===== src/rtl/alu_seq.sv =====
// alu_seq: handshaked ALU with single-cycle ops and an iterative shift-add MUL.
// Ports:
//   clk, reset            : clock, synchronous active-high reset
//   in_valid / in_ready   : input handshake for A, B, Control_Input
//   out_valid / out_ready : output handshake for ALU_Result, Result_Hi, flags
//   ALU_Result, Result_Hi : result (MUL low/high halves; Hi is 0 otherwise)
//   Zero/Neg/Carry/Ovf    : flags registered together with the result
module alu_seq #(
    parameter int WIDTH = 32
) (
    input  logic             clk,
    input  logic             reset,
    input  logic             in_valid,
    output logic             in_ready,
    input  logic [WIDTH-1:0] A,
    input  logic [WIDTH-1:0] B,
    input  logic [2:0]       Control_Input,
    output logic             out_valid,
    input  logic             out_ready,
    output logic [WIDTH-1:0] ALU_Result,
    output logic [WIDTH-1:0] Result_Hi,
    output logic             Zero_Flag,
    output logic             Neg_Flag,
    output logic             Carry_Flag,
    output logic             Ovf_Flag
);
    localparam int SHW = $clog2(WIDTH);

    typedef enum logic [1:0] {S_IDLE, S_BUSY, S_DONE} state_t;

    state_t             r_state;
    state_t             w_state_nxt;
    logic [2*WIDTH-1:0] r_mcand;
    logic [2*WIDTH-1:0] r_acc;
    logic [2*WIDTH-1:0] w_acc_nxt;
    logic [WIDTH-1:0]   r_mplier;
    logic [SHW-1:0]     r_cnt;
    logic [WIDTH-1:0]   r_res;
    logic [WIDTH-1:0]   r_hi;
    logic               r_z;
    logic               r_n;
    logic               r_c;
    logic               r_v;
    logic               w_accept;
    logic               w_is_mul;
    logic               w_last;
    logic [WIDTH:0]     w_add;
    logic [WIDTH:0]     w_sub;
    logic [WIDTH-1:0]   w_res;
    logic               w_c;
    logic               w_v;
    logic [SHW-1:0]     w_sh;

    assign w_accept  = in_valid & in_ready;
    assign w_is_mul  = (Control_Input == 3'b011);
    assign w_last    = (r_cnt == SHW'(WIDTH - 1));
    assign w_sh      = B[SHW-1:0];
    assign w_add     = {1'b0, A} + {1'b0, B};
    // Top bit of the widened difference is the unsigned borrow (A < B).
    assign w_sub     = {1'b0, A} - {1'b0, B};
    assign w_acc_nxt = r_mplier[0] ? (r_acc + r_mcand) : r_acc;

    always_comb begin
        w_res = '0;
        w_c   = 1'b0;
        w_v   = 1'b0;
        unique case (Control_Input)
            3'b000: begin
                w_res = w_add[WIDTH-1:0];
                w_c   = w_add[WIDTH];
                w_v   = (A[WIDTH-1] == B[WIDTH-1]) &&
                        (w_add[WIDTH-1] != A[WIDTH-1]);
            end
            3'b111: begin
                w_res = w_sub[WIDTH-1:0];
                w_c   = w_sub[WIDTH];
                w_v   = (A[WIDTH-1] != B[WIDTH-1]) &&
                        (w_sub[WIDTH-1] != A[WIDTH-1]);
            end
            3'b001: w_res = A ^ B;
            3'b100: w_res = A | B;
            3'b010: w_res = A << w_sh;
            3'b101: w_res = A >> w_sh;
            3'b110: w_res = {{(WIDTH-1){1'b0}}, ($signed(A) < $signed(B))};
            3'b011: w_res = '0;
        endcase
    end

    // State register
    always_ff @(posedge clk) begin
        if (reset) begin
            r_state <= S_IDLE;
        end else begin
            r_state <= w_state_nxt;
        end
    end

    // Next-state logic
    always_comb begin
        w_state_nxt = r_state;
        unique case (r_state)
            S_IDLE: begin
                if (w_accept) begin
                    w_state_nxt = w_is_mul ? S_BUSY : S_DONE;
                end
            end
            S_BUSY: begin
                if (w_last) begin
                    w_state_nxt = S_DONE;
                end
            end
            S_DONE: begin
                if (w_accept) begin
                    w_state_nxt = w_is_mul ? S_BUSY : S_DONE;
                end else if (out_ready) begin
                    w_state_nxt = S_IDLE;
                end
            end
            default: w_state_nxt = S_IDLE;
        endcase
    end

    // Handshake outputs
    always_comb begin
        in_ready  = 1'b0;
        out_valid = 1'b0;
        unique case (r_state)
            S_IDLE:  in_ready = 1'b1;
            S_BUSY:  in_ready = 1'b0;
            S_DONE: begin
                in_ready  = out_ready;
                out_valid = 1'b1;
            end
            default: in_ready = 1'b0;
        endcase
    end

    // Datapath: result/flag registers and the shift-add multiplier
    always_ff @(posedge clk) begin
        if (reset) begin
            r_mcand  <= '0;
            r_acc    <= '0;
            r_mplier <= '0;
            r_cnt    <= '0;
            r_res    <= '0;
            r_hi     <= '0;
            r_z      <= 1'b0;
            r_n      <= 1'b0;
            r_c      <= 1'b0;
            r_v      <= 1'b0;
        end else if (w_accept) begin
            if (w_is_mul) begin
                r_mcand  <= {{WIDTH{1'b0}}, A};
                r_mplier <= B;
                r_acc    <= '0;
                r_cnt    <= '0;
            end else begin
                r_res <= w_res;
                r_hi  <= '0;
                r_z   <= (w_res == '0);
                r_n   <= w_res[WIDTH-1];
                r_c   <= w_c;
                r_v   <= w_v;
            end
        end else if (r_state == S_BUSY) begin
            r_acc    <= w_acc_nxt;
            r_mcand  <= r_mcand << 1;
            r_mplier <= r_mplier >> 1;
            r_cnt    <= r_cnt + 1'b1;
            if (w_last) begin
                r_res <= w_acc_nxt[WIDTH-1:0];
                r_hi  <= w_acc_nxt[2*WIDTH-1:WIDTH];
                r_z   <= (w_acc_nxt[WIDTH-1:0] == '0);
                r_n   <= w_acc_nxt[WIDTH-1];
                r_c   <= 1'b0;
                r_v   <= (w_acc_nxt[2*WIDTH-1:WIDTH] != '0);
            end
        end
    end

    assign ALU_Result = r_res;
    assign Result_Hi  = r_hi;
    assign Zero_Flag  = r_z;
    assign Neg_Flag   = r_n;
    assign Carry_Flag = r_c;
    assign Ovf_Flag   = r_v;
endmodule


===== config.mk =====
export PLATFORM = sky130hd
export DESIGN_NAME = alu_seq
export DESIGN_NICKNAME = d
export VERILOG_FILES = /design/src/rtl/alu_seq.sv
export SDC_FILE = /design/constraint.sdc
export NUM_CORES = 1
export LEC_CHECK = 0
export BUFFER_PORTS_ARGS = -buffer_cell sky130_fd_sc_hd__buf_2
export CORE_ASPECT_RATIO = 0.5
export CORE_MARGIN = 4
export CORE_UTILIZATION = 35
export CTS_CLUSTER_DIAMETER = 120
export DETAILED_ROUTE_END_ITERATION = 10
export PLACE_DENSITY = 0.56
export SYNTH_ARGS = -nofsm -noshare
export SYNTH_HDL_FRONTEND = slang
export SYNTH_SLANG_ARGS = --single-unit

===== constraint.sdc =====
create_clock -name clk -period 6.85 [get_ports clk]
set_input_delay 1.7125 -clock clk [delete_from_list [all_inputs] [get_ports clk]]
set_output_delay 1.7125 -clock clk [all_outputs]
set_load 0.05 [all_outputs]

# After elaboration in Yosys (flattened, before gate mapping)
# Index checks and enable logic that the tools add are counted.
[word_totals]
in_bits = 71
wordCells = 100
output_inout_bits = 70
register_bits = 235
[op_classes]
shifts = 2
eq_ne = 19
order_cmp = 1
n_bitwise = 3
n_reduce_logical = 12
addsub = 4
n_mux = 48
[ops]
columns = ["cell", "count"]
rows = [
  ["$mux 64", 7],
  ["$mux 32", 11],
  ["$pmux 32 s8", 1],
  ["$add 64x64->64", 1],
  ["$logic_not 32->1", 2],
  ["$add 32x32->33", 1],
  ["$sub 32x32->33", 1],
  ["$lt 32x32->1", 1],
  ["$or 32x32->32", 1],
  ["$reduce_bool 32->1", 1],
  ["$shl 32x5->32", 1],
  ["$shr 32x5->32", 1],
  ["$xor 32x32->32", 1],
  ["$mux 1", 17],
  ["$mux 5", 3],
  ["$eq 3x3->1 const B", 4],
  ["$mux 2", 5],
  ["$eq 3x2->1 const B", 2],
  ["$ne 2x2->1 const B", 3],
  ["$pmux 1 s2", 3],
  ["$pmux 2 s3", 1],
  ["$reduce_and 3->1", 2],
  ["$add 5x1->5 const B", 1],
  ["$eq 5x5->1 const B", 1],
  ["other kinds (13)", 17],
]

# Longest topological paths before layout
[depth]
depth_word = 6
depth_mapped = 20
ltp_nobuf = 15

# Worst setup path after synthesis
# No wires, ideal clock.
[synth_timing]
path_type = "input-to-reg"
startpoint = "input port B[1]"
endpoint = "register r_z, in the netlist Zero_Flag"
path_buffers = 6
setup_time_ns = 0.059
slack_ns = 0.098
path_stages = 20
required_ns = 6.791
arrival_time_ns = 6.692
cell_sequence = "inv_1 -> clkbuf_1 -> clkbuf_1 -> buf_1 -> buf_2 -> buf_2 -> buf_2 -> ha_1 -> o21ba_2 -> o21bai_1 -> xnor2_1 -> o21ai_0 -> o32a_1 -> or4_1 -> or4_1 -> or4_1 -> nor4_2 -> nand4_1 -> nor4_1 -> a41o_1"
[synth_via]
elab_chain_len = 5
elab_cells_between_ends = 11
cone_classes = "2 x add/sub; 1 x order compare; 2 x shift; 3 x mux; 2 x bitwise; 1 x reduce/logical"
[synth_lines]
columns = ["item", "line", "source"]
rows = [
  ["from (decl)", "16", "input logic [WIDTH-1:0] B,"],
  ["$sub 32x32->33, or another cell as far along", "60", "assign w_sub = {1'b0, A} - {1'b0, B};"],
  ["$pmux 32 s8 (*)", "67", "unique case (Control_Input)"],
  ["$logic_not 32->1 (*)", "160", "r_z <= (w_res == '0);"],
  ["$mux 1 (*)", "152", "if (w_is_mul) begin"],
  ["$mux 1 (*)", "151", "end else if (w_accept) begin"],
  ["to (signal assigned)", "160", ""],
  ["to (signal assigned)", "173", "r_z <= (w_acc_nxt[WIDTH-1:0] == '0);"],
  ["to (decl)", "40", "logic r_z;"],
]
# Mark *: on every way between the ends. The rest lies on a longest branch, timed or not. The select of a mux whose other input is x is not followed.
# A chain may end at the register's enable or synchronous reset.

# Final worst setup path
[layout_timing]
startpoint = "input port A[3]"
endpoint = "register r_z, in the netlist Zero_Flag"
[layout_via]
elab_chain_len = 5
elab_cells_between_ends = 11
cone_classes = "2 x add/sub; 1 x order compare; 2 x shift; 3 x mux; 2 x bitwise; 1 x reduce/logical"
[layout_lines]
columns = ["item", "line", "source"]
rows = [
  ["from (decl)", "15", "input logic [WIDTH-1:0] A,"],
  ["$sub 32x32->33, or another cell as far along", "60", ""],
  ["$pmux 32 s8 (*)", "67", ""],
  ["$logic_not 32->1 (*)", "160", ""],
  ["$mux 1 (*)", "152", ""],
  ["$mux 1 (*)", "151", ""],
]
# Marks and branches as above.

==> metrics.csv <==
metric,value,unit
max-slew-margin-rel,28.69,%
grt_max_degree,88,
antenna_left,0,
grt_first_pass_wirelength,155500,µm
rsz0062_at_grt,no,
cts_buffers,26,
wl_per_cell,25.30,µm
min_path_type,reg -> reg,
fin_worst_skew,0.02272,ns
placed_cells_incl_taps,4094,
synth_area,0.02288,mm²
synth_area_per_cell,7.039,µm²
cts_hold_buf,0,
required,7.40,ns
final_max_slew_viol_count,0,
cp.arrival,6.85,ns
stdcell_area,0.02532,mm²
die_w,369.6,µm
gp_congestion,1.034,
io_pins,141,
ys_ff_latch,234,
finalHoldViolCount,0,
die_h,188.8,µm
ys.flop_type,dfxtp_1,
track_usage,28.67,%
setup_tns,0,ns
min_period_over_period,91.94,%
finish.net_count,3487,
crit_path_end_kind,flip-flop,
area_delta_synth_final,10.66,%
p_leak,9.968,nW
synth_largest_area_cell,dfxtp_1,
path_max_fanout,8,
synth.most_common_cell,nor2_1,
path_class,in -> reg,
pre_cts_slack,0.1717,ns
cts_max_path_buffers,3,
placed_area,0.02446,mm²
worst_setup_path_start_kind,input port,
initial_utilization,35.84,%
outcome,finished clean,
drive_gt1_share,11.35,%
drt-initial-drc-count,3075,
yosys_warnings,0,
power,4.231,mW
port_buffers,140,
dp_hpwl,79260,µm
first_pass_iters,10,
synth.yosys.seq_area_share,20.48,%
fp.dieArea,0.06977,mm²
synthTopCellsByArea,"dfxtp_1, ha_1, nor2_1, a21oi_1, nand2_1",
core,0.06384,mm²
root_buffer,clkbuf_16,
cts_tree,done,
synth_cell_type_count,86,
clock_sinks,234,
worst_pin_slew,1.068,ns
row_count,65,
finalWirelength,104800,µm
post_cts_buffers,0,
htree_levels,1,
fin_crit,6.298,ns
fin_ws,0.5521,ns
max_freq,0.1588,GHz
post_cts_resized,0,
synth_nets,3486,
maxCapViolations,0,
synth_edf_count,0,
antenna_found_initial,2,
drc_errors,0,
setup_viol,0,
peakVddDrop,114.1,µV
clkLatencyLatePin,0.60,ns
power.density,167.1,mW/mm²
vias,25590,
synth_top_area_share,20.48,%
grt_overflow,0,
grt_pass1_vias,24012,
viasPerCell,6.177,
synthCells,3250,
final_cells,4143,
yosys-top-cells-count,"nor2_1, nand2_1, a21oi_1, dfxtp_1, clkbuf_1",
async_reset_ff_share,0,%
clk_pin_slew,0.07,ns
critical path, stage by stage:
cell and delay [ns]:
buf_2 0.19, inv_1 0.10, ha_1 0.46, inv_1 0.16
or4_1 0.60, a2111oi_0 0.69, a2111oi_1 0.22, buf_4 0.22
nor4_1 0.73, o31ai_1 0.25, or4b_2 0.70, nor4_1 0.46
buf_4 0.20, a41o_1 0.14
sequential cells by signal, summed over array words and instances, names as in the netlist, 2 cells and up:
register / count
r_acc: 64
r_mcand: 64
Result_Hi: 32
r_mplier: 32
ALU_Result: 31
r_cnt: 5
r_state: 2
logic make-up (layout without fill, tap and decap cells):
group	Yosys count	after routing	share of synthesized area (%)
AND/OR/NAND/NOR	1261	1261	24.33
AO/OA/AOI/OAI	1002	1002	28.82
buffers and inverters	379	398	6.393
flip-flops	234	234	20.48
adder cells (fa/ha/maj)	165	165	9.122
multiplexers	153	153	8.717
XOR/XNOR	56	56	2.144
other	0	3	0
cell usage in the layout (no fill, tap or decap), types with 14 or more instances in the layout:
| cell type | n |
|---|---|
| mux2i_1 | 89 |
| clkbuf_16 | 27 |
| o21ai_0 | 127 |
| nand2_1 | 413 |
| a221oi_1 | 16 |
| buf_4 | 85 |
| mux4_2 | 34 |
| xnor2_1 | 38 |
| a311oi_1 | 68 |
| nor2b_1 | 24 |
| xor2_1 | 18 |
| nand3_1 | 114 |
| ha_1 | 162 |
| buf_2 | 138 |
| nand4_1 | 47 |
| o21a_1 | 24 |
| nand2b_1 | 21 |
| o22ai_1 | 27 |
| inv_1 | 124 |
| a211oi_1 | 55 |
| nor4_1 | 22 |
| a21o_1 | 30 |
| a31oi_1 | 71 |
| or3_1 | 19 |
| a211o_1 | 14 |
| a21oi_1 | 334 |
| o31ai_1 | 22 |
| o21bai_1 | 26 |
| a22oi_1 | 21 |
| mux2_2 | 30 |
| nor3_1 | 58 |
| o211ai_1 | 29 |
| dfxtp_1 | 233 |
| nor2_1 | 463 |
path summary, 6_finish.rpt:
kind	start	end	slack (ns)	cells past startpoint
hold / removal	ALU_Result[16]	ALU_Result[16]	0.45	2
setup reg to reg	r_mcand[0]	Ovf_Flag	1.95	14
setup / recovery	A[3]	Zero_Flag	0.55	14
hold reg to reg	ALU_Result[16]	ALU_Result[16]	0.45	2
area by class of cell:
cell class / instances / area, µm²
Fill cell: 6855 / 38530
Clock inverter: 11 / 83.83
Timing Repair Buffer: 227 / 1403
Antenna cell: 3 / 7.507
Multi-Input combinational cell: 2637 / 16810
Inverter: 125 / 469.2
Tap cell: 871 / 1090
Sequential cell: 234 / 4688
Clock buffer: 35 / 765.7
per-stage QoR:
step	util [%]	hold slack [ns]
after floorplan	-	0.4481
final	39.66	0.4512
after detailed placement	38.31	0.4437
after global routing	39.64	0.4733
after global placement	38.31	0.4420
after CTS	39.64	0.4524
per-layer routing:
layer / vias up / track usage [%] / wire [µm]
li1: 11867 / - / -
met1: 12387 / 39.71 / 46670
met2: 1127 / 45.03 / 45630
met3: 207 / 5.153 / 8559
met4: 2 / 9.345 / 3935
met5: - / 0 / 13
power breakdown:
group          total (mW)  switching, mW  internal, mW
clock network        1.47          0.679         0.789
logic                1.32          0.916         0.407
registers            1.44         0.0409          1.40
total                4.23           1.64          2.60
(Power assumes the default switching activity.)
